**src/rtl/mod_mem_arbiter.sv**
```systemverilog
// Two-requester arbiter and sequencer in front of a single cache port.
// Load/store has priority; a saturating starvation counter forces a fetch grant.
module mod_mem_arbiter #(
  parameter int XLEN         = 32,
  parameter int BE_WIDTH     = 4,
  parameter int STARVE_LIMIT = 4
) (
  input  logic                clk_i,
  input  logic                rst_ni,
  // Instruction fetch port
  input  logic                if_req_i,
  input  logic [XLEN-1:0]     if_address_i,
  input  logic                if_abort_i,
  output logic [XLEN-1:0]     if_readdata_o,
  output logic                if_stb_o,
  // Load/store port
  input  logic                ls_req_i,
  input  logic                ls_write_i,
  input  logic [XLEN-1:0]     ls_address_i,
  input  logic [XLEN-1:0]     ls_writedata_i,
  input  logic [BE_WIDTH-1:0] ls_byteenable_i,
  output logic [XLEN-1:0]     ls_readdata_o,
  output logic                ls_stb_o,
  // Cache port
  output logic [XLEN-1:0]     mem_address_o,
  output logic [XLEN-1:0]     mem_writedata_o,
  output logic [BE_WIDTH-1:0] mem_byteenable_o,
  output logic                mem_read_o,
  output logic                mem_write_o,
  output logic                mem_abort_o,
  input  logic [XLEN-1:0]     mem_readdata_i,
  input  logic                mem_stb_i,
  input  logic                mem_busy_i,
  output logic                owner_o
);

  typedef enum logic [1:0] {
    S_IDLE,
    S_ISSUE,
    S_WAIT,
    S_DRAIN
  } state_t;

  localparam logic [3:0] LP_STARVE_MAX = 4'(STARVE_LIMIT);

  state_t              r_state,          w_state_nxt;
  logic [3:0]          r_starve,         w_starve_nxt;
  logic                r_drain_idle,     w_drain_idle_nxt;
  logic                r_owner,          w_owner_nxt;
  logic [XLEN-1:0]     r_mem_address,    w_mem_address_nxt;
  logic [XLEN-1:0]     r_mem_writedata,  w_mem_writedata_nxt;
  logic [BE_WIDTH-1:0] r_mem_byteenable, w_mem_byteenable_nxt;
  logic                r_mem_read,       w_mem_read_nxt;
  logic                r_mem_write,      w_mem_write_nxt;
  logic                r_mem_abort,      w_mem_abort_nxt;
  logic [XLEN-1:0]     r_if_readdata,    w_if_readdata_nxt;
  logic [XLEN-1:0]     r_ls_readdata,    w_ls_readdata_nxt;
  logic                r_if_stb,         w_if_stb_nxt;
  logic                r_ls_stb,         w_ls_stb_nxt;

  logic w_if_qual;
  logic w_grant_ok;
  logic w_pick_if;

  // A flushed fetch does not compete. No grant during a completion-strobe
  // cycle: the finishing requester still holds its line high for that cycle.
  assign w_if_qual  = if_req_i & ~if_abort_i;
  assign w_grant_ok = ~mem_busy_i & ~r_if_stb & ~r_ls_stb;
  assign w_pick_if  = w_if_qual & (~ls_req_i | (r_starve == LP_STARVE_MAX));

  always_ff @(posedge clk_i or negedge rst_ni) begin
    // NOTE: sequential state uses non-blocking assignments so every register
    // samples the pre-edge values of the others.
    if (!rst_ni) r_state <= S_IDLE;
    else         r_state <= w_state_nxt;
  end

  always_comb begin
    // NOTE: every signal driven here gets a default first, so no path
    // through the case can leave it unassigned and infer a latch.
    w_state_nxt          = r_state;
    w_starve_nxt         = r_starve;
    w_drain_idle_nxt     = r_drain_idle;
    w_owner_nxt          = r_owner;
    w_mem_address_nxt    = r_mem_address;
    w_mem_writedata_nxt  = r_mem_writedata;
    w_mem_byteenable_nxt = r_mem_byteenable;
    w_mem_read_nxt       = 1'b0;
    w_mem_write_nxt      = 1'b0;
    w_mem_abort_nxt      = 1'b0;
    w_if_readdata_nxt    = r_if_readdata;
    w_ls_readdata_nxt    = r_ls_readdata;
    w_if_stb_nxt         = 1'b0;
    w_ls_stb_nxt         = 1'b0;

    case (r_state)
      S_IDLE: begin
        if (w_grant_ok && (w_if_qual || ls_req_i)) begin
          w_state_nxt = S_ISSUE;
          if (w_pick_if) begin
            w_owner_nxt          = 1'b0;
            w_mem_address_nxt    = if_address_i;
            w_mem_writedata_nxt  = '0;
            w_mem_byteenable_nxt = '1;
            w_mem_read_nxt       = 1'b1;
            w_starve_nxt         = 4'd0;
          end else begin
            w_owner_nxt          = 1'b1;
            w_mem_address_nxt    = ls_address_i;
            w_mem_writedata_nxt  = ls_writedata_i;
            w_mem_byteenable_nxt = ls_byteenable_i;
            w_mem_read_nxt       = ~ls_write_i;
            w_mem_write_nxt      = ls_write_i;
            if (!if_req_i)                      w_starve_nxt = 4'd0;
            else if (r_starve != LP_STARVE_MAX) w_starve_nxt = r_starve + 4'd1;
          end
        end
      end

      S_ISSUE: begin
        if (!r_owner && if_abort_i) begin
          w_state_nxt      = S_DRAIN;
          w_mem_abort_nxt  = 1'b1;
          w_drain_idle_nxt = 1'b0;
        end else begin
          w_state_nxt = S_WAIT;
        end
      end

      S_WAIT: begin
        if (mem_stb_i) begin
          w_state_nxt          = S_IDLE;
          w_mem_address_nxt    = '0;
          w_mem_writedata_nxt  = '0;
          w_mem_byteenable_nxt = '0;
          if (r_owner) begin
            w_ls_readdata_nxt = mem_readdata_i;
            w_ls_stb_nxt      = 1'b1;
          end else if (!if_abort_i) begin
            w_if_readdata_nxt = mem_readdata_i;
            w_if_stb_nxt      = 1'b1;
          end
        end else if (!r_owner && if_abort_i) begin
          w_state_nxt      = S_DRAIN;
          w_mem_abort_nxt  = 1'b1;
          w_drain_idle_nxt = 1'b0;
        end
      end

      S_DRAIN: begin
        // Leave on the orphaned strobe or after two consecutive idle cycles.
        if (mem_stb_i || (!mem_busy_i && r_drain_idle)) begin
          w_state_nxt          = S_IDLE;
          w_drain_idle_nxt     = 1'b0;
          w_mem_address_nxt    = '0;
          w_mem_writedata_nxt  = '0;
          w_mem_byteenable_nxt = '0;
        end else begin
          w_drain_idle_nxt = ~mem_busy_i;
        end
      end

      default: w_state_nxt = S_IDLE;
    endcase
  end

  always_ff @(posedge clk_i or negedge rst_ni) begin
    if (!rst_ni) begin
      r_starve         <= 4'd0;
      r_drain_idle     <= 1'b0;
      r_owner          <= 1'b0;
      r_mem_address    <= '0;
      r_mem_writedata  <= '0;
      r_mem_byteenable <= '0;
      r_mem_read       <= 1'b0;
      r_mem_write      <= 1'b0;
      r_mem_abort      <= 1'b0;
      r_if_readdata    <= '0;
      r_ls_readdata    <= '0;
      r_if_stb         <= 1'b0;
      r_ls_stb         <= 1'b0;
    end else begin
      r_starve         <= w_starve_nxt;
      r_drain_idle     <= w_drain_idle_nxt;
      r_owner          <= w_owner_nxt;
      r_mem_address    <= w_mem_address_nxt;
      r_mem_writedata  <= w_mem_writedata_nxt;
      r_mem_byteenable <= w_mem_byteenable_nxt;
      r_mem_read       <= w_mem_read_nxt;
      r_mem_write      <= w_mem_write_nxt;
      r_mem_abort      <= w_mem_abort_nxt;
      r_if_readdata    <= w_if_readdata_nxt;
      r_ls_readdata    <= w_ls_readdata_nxt;
      r_if_stb         <= w_if_stb_nxt;
      r_ls_stb         <= w_ls_stb_nxt;
    end
  end

  assign if_readdata_o    = r_if_readdata;
  assign if_stb_o         = r_if_stb;
  assign ls_readdata_o    = r_ls_readdata;
  assign ls_stb_o         = r_ls_stb;
  assign mem_address_o    = r_mem_address;
  assign mem_writedata_o  = r_mem_writedata;
  assign mem_byteenable_o = r_mem_byteenable;
  assign mem_read_o       = r_mem_read;
  assign mem_write_o      = r_mem_write;
  assign mem_abort_o      = r_mem_abort;
  assign owner_o          = r_owner;

endmodule

```
**config.mk**
```make
export PLATFORM = sky130hd
export DESIGN_NAME = mod_mem_arbiter
export DESIGN_NICKNAME = d
export VERILOG_FILES = /design/src/rtl/mod_mem_arbiter.sv
export SDC_FILE = /design/constraint.sdc
export NUM_CORES = 1
export LEC_CHECK = 0
export BUFFER_PORTS_ARGS = -buffer_cell sky130_fd_sc_hd__buf_2
export CAP_MARGIN = 30
export CELL_PAD_IN_SITES_DETAIL_PLACEMENT = 1
export CELL_PAD_IN_SITES_GLOBAL_PLACEMENT = 1
export CORE_ASPECT_RATIO = 0.5
export CORE_MARGIN = 5
export CORE_UTILIZATION = 30
export DETAILED_ROUTE_END_ITERATION = 16
export PLACE_DENSITY_LB_ADDON = 0.12
export SLEW_MARGIN = 5
export SYNTH_ARGS = -nofsm -noshare
export SYNTH_HDL_FRONTEND = slang
export SYNTH_SLANG_ARGS = --single-unit
```
**constraint.sdc**
```tcl
create_clock -name clk_i -period 1.9 [get_ports clk_i]
set_input_delay 0.285 -clock clk_i [delete_from_list [all_inputs] [get_ports clk_i]]
set_output_delay 0.285 -clock clk_i [all_outputs]
set_load 0.05 [all_outputs]
```
# Yosys cells after proc, flatten, opt, wreduce, memory -nomap -nowiden
# Cells that the tools add are included.
# word_totals
word_cells	98
inputBits	140
regBits	145
output_inout_bits	138
# op_classes
reduce_logical	17
addsub	1
eq_ne	11
bitwise	12
n_mux	43
# ops
cell	n
32-bit 2-to-1 mux	6
32-bit one-hot mux with 3 select lines	2
4-bit 2-to-1 mux	7
1-bit 2-to-1 mux	20
4-bit one-hot mux with 3 select lines	1
3-bit AND reduction	3
2-bit 2-to-1 mux	4
2-bit inequality test (second input constant)	4
2-bit one-hot mux with 4 select lines	1
4-bit AND reduction	2
1-bit inverter	7
3-bit nonzero test	2
4-bit by 1-bit adder with 4-bit output (second input constant)	1
1-bit bitwise AND	4
2-bit equality test (second input constant)	2
4-bit by 3-bit equality test with 1-bit output (second input constant)	1
4-bit by 3-bit inequality test with 1-bit output (second input constant)	1
2-bit AND reduction	2
1-bit logical AND	3
3-bit by 1-bit inequality test with 1-bit output (second input constant)	1
3-bit inequality test (second input constant)	1
1-bit one-hot mux with 3 select lines	1
2-bit by 1-bit equality test with 1-bit output (second input constant)	1
1-bit zero test	2
other kinds (4)	5

# Depth between registers and ports, before layout
# depth
depth_word	6
depth_mapped	8

# Worst setup path before layout
# No wires, ideal clock.
# synth_timing
kind	flip-flop to flip-flop
startpoint	register r_if_stb (netlist: if_stb_o)
endpoint	register r_mem_byteenable[3] (netlist: mem_byteenable_o[3])
stages_incl_launch_ff	7
arrival_ns	1.801
n_path_buf	2
setup_slack_ns	0.020
synth_period_minus_slack_ns	1.880
setup_ns	0.079
path_cell_list	dfrtp_1 nor3_2 o21ai_2 a2111oi_4 buf_6 buf_12 mux2i_1
# synth_via
elab_chain_cells	6
# synth_lines
item	line	rtl
start, declared	58	logic r_if_stb, w_if_stb_nxt;
start signal, assigned	194	r_if_stb <= w_if_stb_nxt;
1-bit inverter	68	assign w_grant_ok = ~mem_busy_i & ~r_if_stb & ~r_ls_stb;
1-bit bitwise AND (2 in series)	68	
1-bit logical AND	98	if (w_grant_ok && (w_if_qual || ls_req_i)) begin
2-bit inequality test (no source line)	--	
4-bit AND reduction (no source line)	--	
end signal, assigned	188	r_mem_byteenable <= w_mem_byteenable_nxt;
end, declared	52	logic [BE_WIDTH-1:0] r_mem_byteenable, w_mem_byteenable_nxt;
# No other way between the ends.
# A chain may end at the register's enable or synchronous reset.

# Worst setup path after layout
# layout_timing
startpoint	register r_state[0]
endpoint	register r_mem_writedata[12] (netlist: mem_writedata_o[12])
# layout_via
elab_chain_cells	3
elab_cells_between_ends	9
# layout_lines
item	line	rtl
start, declared	46	state_t r_state, w_state_nxt;
start signal, assigned	75	else r_state <= w_state_nxt;
2-bit equality test / 2-bit zero test (equally long branches)	96	case (r_state)
2-bit inequality test (no source line) / 3-bit nonzero test (equally long branches)	--	
4-bit AND reduction (no source line)	--	
end signal, assigned	187	r_mem_writedata <= w_mem_writedata_nxt;
end, declared	51	logic [XLEN-1:0] r_mem_writedata, w_mem_writedata_nxt;
# Several ways; a longest one is shown, not always the timed one.

==> impl_results.md <==
* GRT met2 Usage at 26.8%
* Die footprint at 24,200 um2
* CP required at 2.24 ns
* Warnings from Yosys at 0
* Antenna violations before repair at 0
* Detail Route Antenna Nets at 0
* Post-synth net total at 624
* Clk sinks at 145
* Rows at 37
* Period Utilization, post-route at 99.8%
* Post-Route WL at 20,300 um
* Predominant post-synthesis flop cell: dfrtp_1
* Hold path cells at 2
* Met1 usage at 19.6%
* Status: finished clean
* Post-synth ARST share at 100%
* CP max stage delay at 0.40 ns
* Final Max Slew Viols at 0
* CTS buffer count at 17
* Post-Syn Area at 6310 um2
* Post-synthesis cell type count at 43
* CTS tree: done
* Worst min-delay path startpoint: ls_write_i
* Die Y at 113 um
* Critical-path top delay cell: dfrtp_1
* Most common cell in the netlist: dfrtp_1
* Post-route setup TNS at 0 ns
* Critical R2R Capture: mem_writedata_o[12]
* Post-layout net count at 937
* Sequential share of the synthesized area at 57.5%
* Worst Hold Endpoint: mem_read_o
* Reg-to-reg startpoint: r_state[0]
* First-pass GRT wire length at 30,500 um
* Clk slew on worst S/H paths at 0.06 ns
* Synth Register Bits at 145
* Unrepaired setup endpoints after global routing: true
* Peak VDD IR at 0.000912 V
* EDFF count, synth at 0
* Syn Inst Count at 477
* Crit path DAT at 2.24 ns
* GR Overflow Total at 0
* FMAX at 0.527 GHz
* Starting DRT DRC Count at 181
* Clk_skew at 0.0101 ns
* DIE WIDTH at 215 um
* Via/cell ratio at 4.55
* Layout cells sized above 1 at 53.4%
* Busiest grt layer: met2
* Reg2reg path depth at 6
* Number of global-route vias before repair at 5,367
* Reg2Reg Setup Slack at 0.004 ns
* Detailed-route via count at 4,897
* ANT cells at 0
* Max Cap Viol at 0
* Wire length per cell at 18.8 um
* First-pass iteration count of the detailed router at 4
* Core area at 20,600 um2
* Global Route Usage Sum at 15.9%
* PortBufs at 277
* Latest clock arrival within the worst-skew pair at 0.43 ns
* Largest net degree at the start of global routing at 61
* Kind of end point of the critical path: register
* DRC viols at 0
* # H-tree levels at 4
* CP max FO at 9
* Syn_area_per_cell at 13.2 um2
* Synth-to-layout area growth at 44.8%
* Pleak at 4.66 nW
* Power density cells at 2260 nW/um2
* Slew Limit Headroom at 60.8%
* Count of final setup violators at 0
* Most frequent cells after synthesis: dfrtp_1, mux2i_1, mux2_2
* Slew at the pin closest to its max-slew limit at 0.583 ns
* Io pins at 278
* Fin. Hold Viols at 0
* Synth top area cells: dfrtp_1, mux2_2, mux2i_1, o2bb2ai_1, inv_1
* Clk buf depth at 2
* Yosys top cell by area: dfrtp_1
* Placer congestion estimate at 0.730
* Share of the synthesized area in the top cell type at 57.5%
* CTS Root Cell: clkbuf_16
* DPL Wire Length at 13,900 um
* Final min period at 1.90 ns
* CP cell instances: ha_2, and3b_2, a2111oi_4, buf_6, clkbuf_16, mux2i_1
* Worst Setup Start Kind: register
* Worst Hold Class: in2reg
* Worst Hold Slack at 0.0418 ns
* M3 GR Usage at 5.87%
* Crit path kind: reg2reg
* Initial core utilization at 30.6%
## timing repair
item,CTS,global route
hold buffers,1,0
gates resized for setup,5,7
hold endpoints to repair,54,0
pin swaps,0,2
buffers inserted,1,5
endpoints found under the setup margin,36,55
cloned,1,8
## through the flow
stage	cell area, um2	util, %	instances	total power (W)	setup WS [ns]
3_5_place_dp	8170	39.7	1028	0.0162	-0.0481
4_1_cts	8870	43.1	1063	0.0202	0.00755
6_report	9140	44.4	1076	0.0207	0.00354
2_1_floorplan	6310	-	477	0.0134	0.0197
3_3_place_gp	8170	39.7	1028	0.0160	0.0125
5_1_grt	9140	44.4	1076	0.0218	-0.118
## cell type report
type                    instances  area [um2]
clock buffers                  18         439
clock inverters                14         204
fillers                      2248       11500
inverters                      43         161
multi-input cells             266        2390
flip-flops and latches        145        3630
well taps                     273         342
repair buffers                317        1970
## report_power, final
group / internal, W / leakage [nW] / total, W / switching [W]
combinational: 0.00372 / 2.55 / 0.0117 / 0.00802
clock: 0.00225 / 0.304 / 0.00365 / 0.00140
sequential: 0.00454 / 1.81 / 0.00528 / 0.000741
total: 0.0105 / 4.66 / 0.0207 / 0.0102
## flip-flops by register name, indices dropped and copies added, names as in the netlist
| signal | cells |
|---|---|
| r_starve | 4 |
| mem_read_o | 1 |
| r_drain_idle | 1 |
| owner_o | 1 |
| mem_writedata_o | 32 |
| if_stb_o | 1 |
| ls_stb_o | 1 |
| ls_readdata_o | 32 |
| mem_address_o | 32 |
| mem_write_o | 1 |
| r_state | 2 |
| if_readdata_o | 32 |
| mem_abort_o | 1 |
| mem_byteenable_o | 4 |
## cell families after synthesis
group	count (synthesis)	synth area share [%]
AOI/OAI and AO/OA	58	7.70
buffers and inverters	66	5.53
adders and majority gates	7	1.39
and+or+nand+nor	69	5.65
DFF	145	57.5
muxes	132	22.2
## layer usage
layer  share of wire [%]  wire, um
met4                0.90       183
met3                 5.7      1150
met5                   0         0
met1                  44      8880
met2                  50     10000
## how the worst max path moves through the flow
stage | startpoint | end | slack, ns | cells after the start
final | r_state[0] | mem_writedata_o[12] | 0.004 | 6
after global routing | r_state[0] | mem_writedata_o[12] | -0.12 | 7
after floorplan | if_stb_o | mem_byteenable_o[3] | 0.02 | 6
after CTS | r_state[0] | mem_writedata_o[7] | 0.008 | 7
after global placement | r_state[0] | r_starve[2] | 0.01 | 6
after detailed placement | r_state[0] | r_starve[2] | -0.05 | 6
## layout by cell type, fill, tap and decap left out, types with 5 or more instances in the layout
master | Yosys | routed
mux2i_1 | 68 | 65
o21ai_0 | 9 | 9
buf_12 | 3 | 10
dfrtp_1 | 145 | 145
clkbuf_16 | 0 | 24
o2bb2ai_1 | 32 | 32
buf_4 | 1 | 18
nand2_1 | 42 | 42
mux2_2 | 64 | 64
inv_1 | 43 | 43
buf_2 | 9 | 276
nand3_1 | 5 | 5
## critical path, delay by kind of cell, from the launching register on
family / cells / cell delay [ns]
buf+inv: 2 / 0.42
compound gates: 1 / 0.33
simple gates: 1 / 0.24
mux: 1 / 0.22
fa+ha+maj: 1 / 0.20
flops: 1 / 0.40
Power figures use the tool's default switching activity.
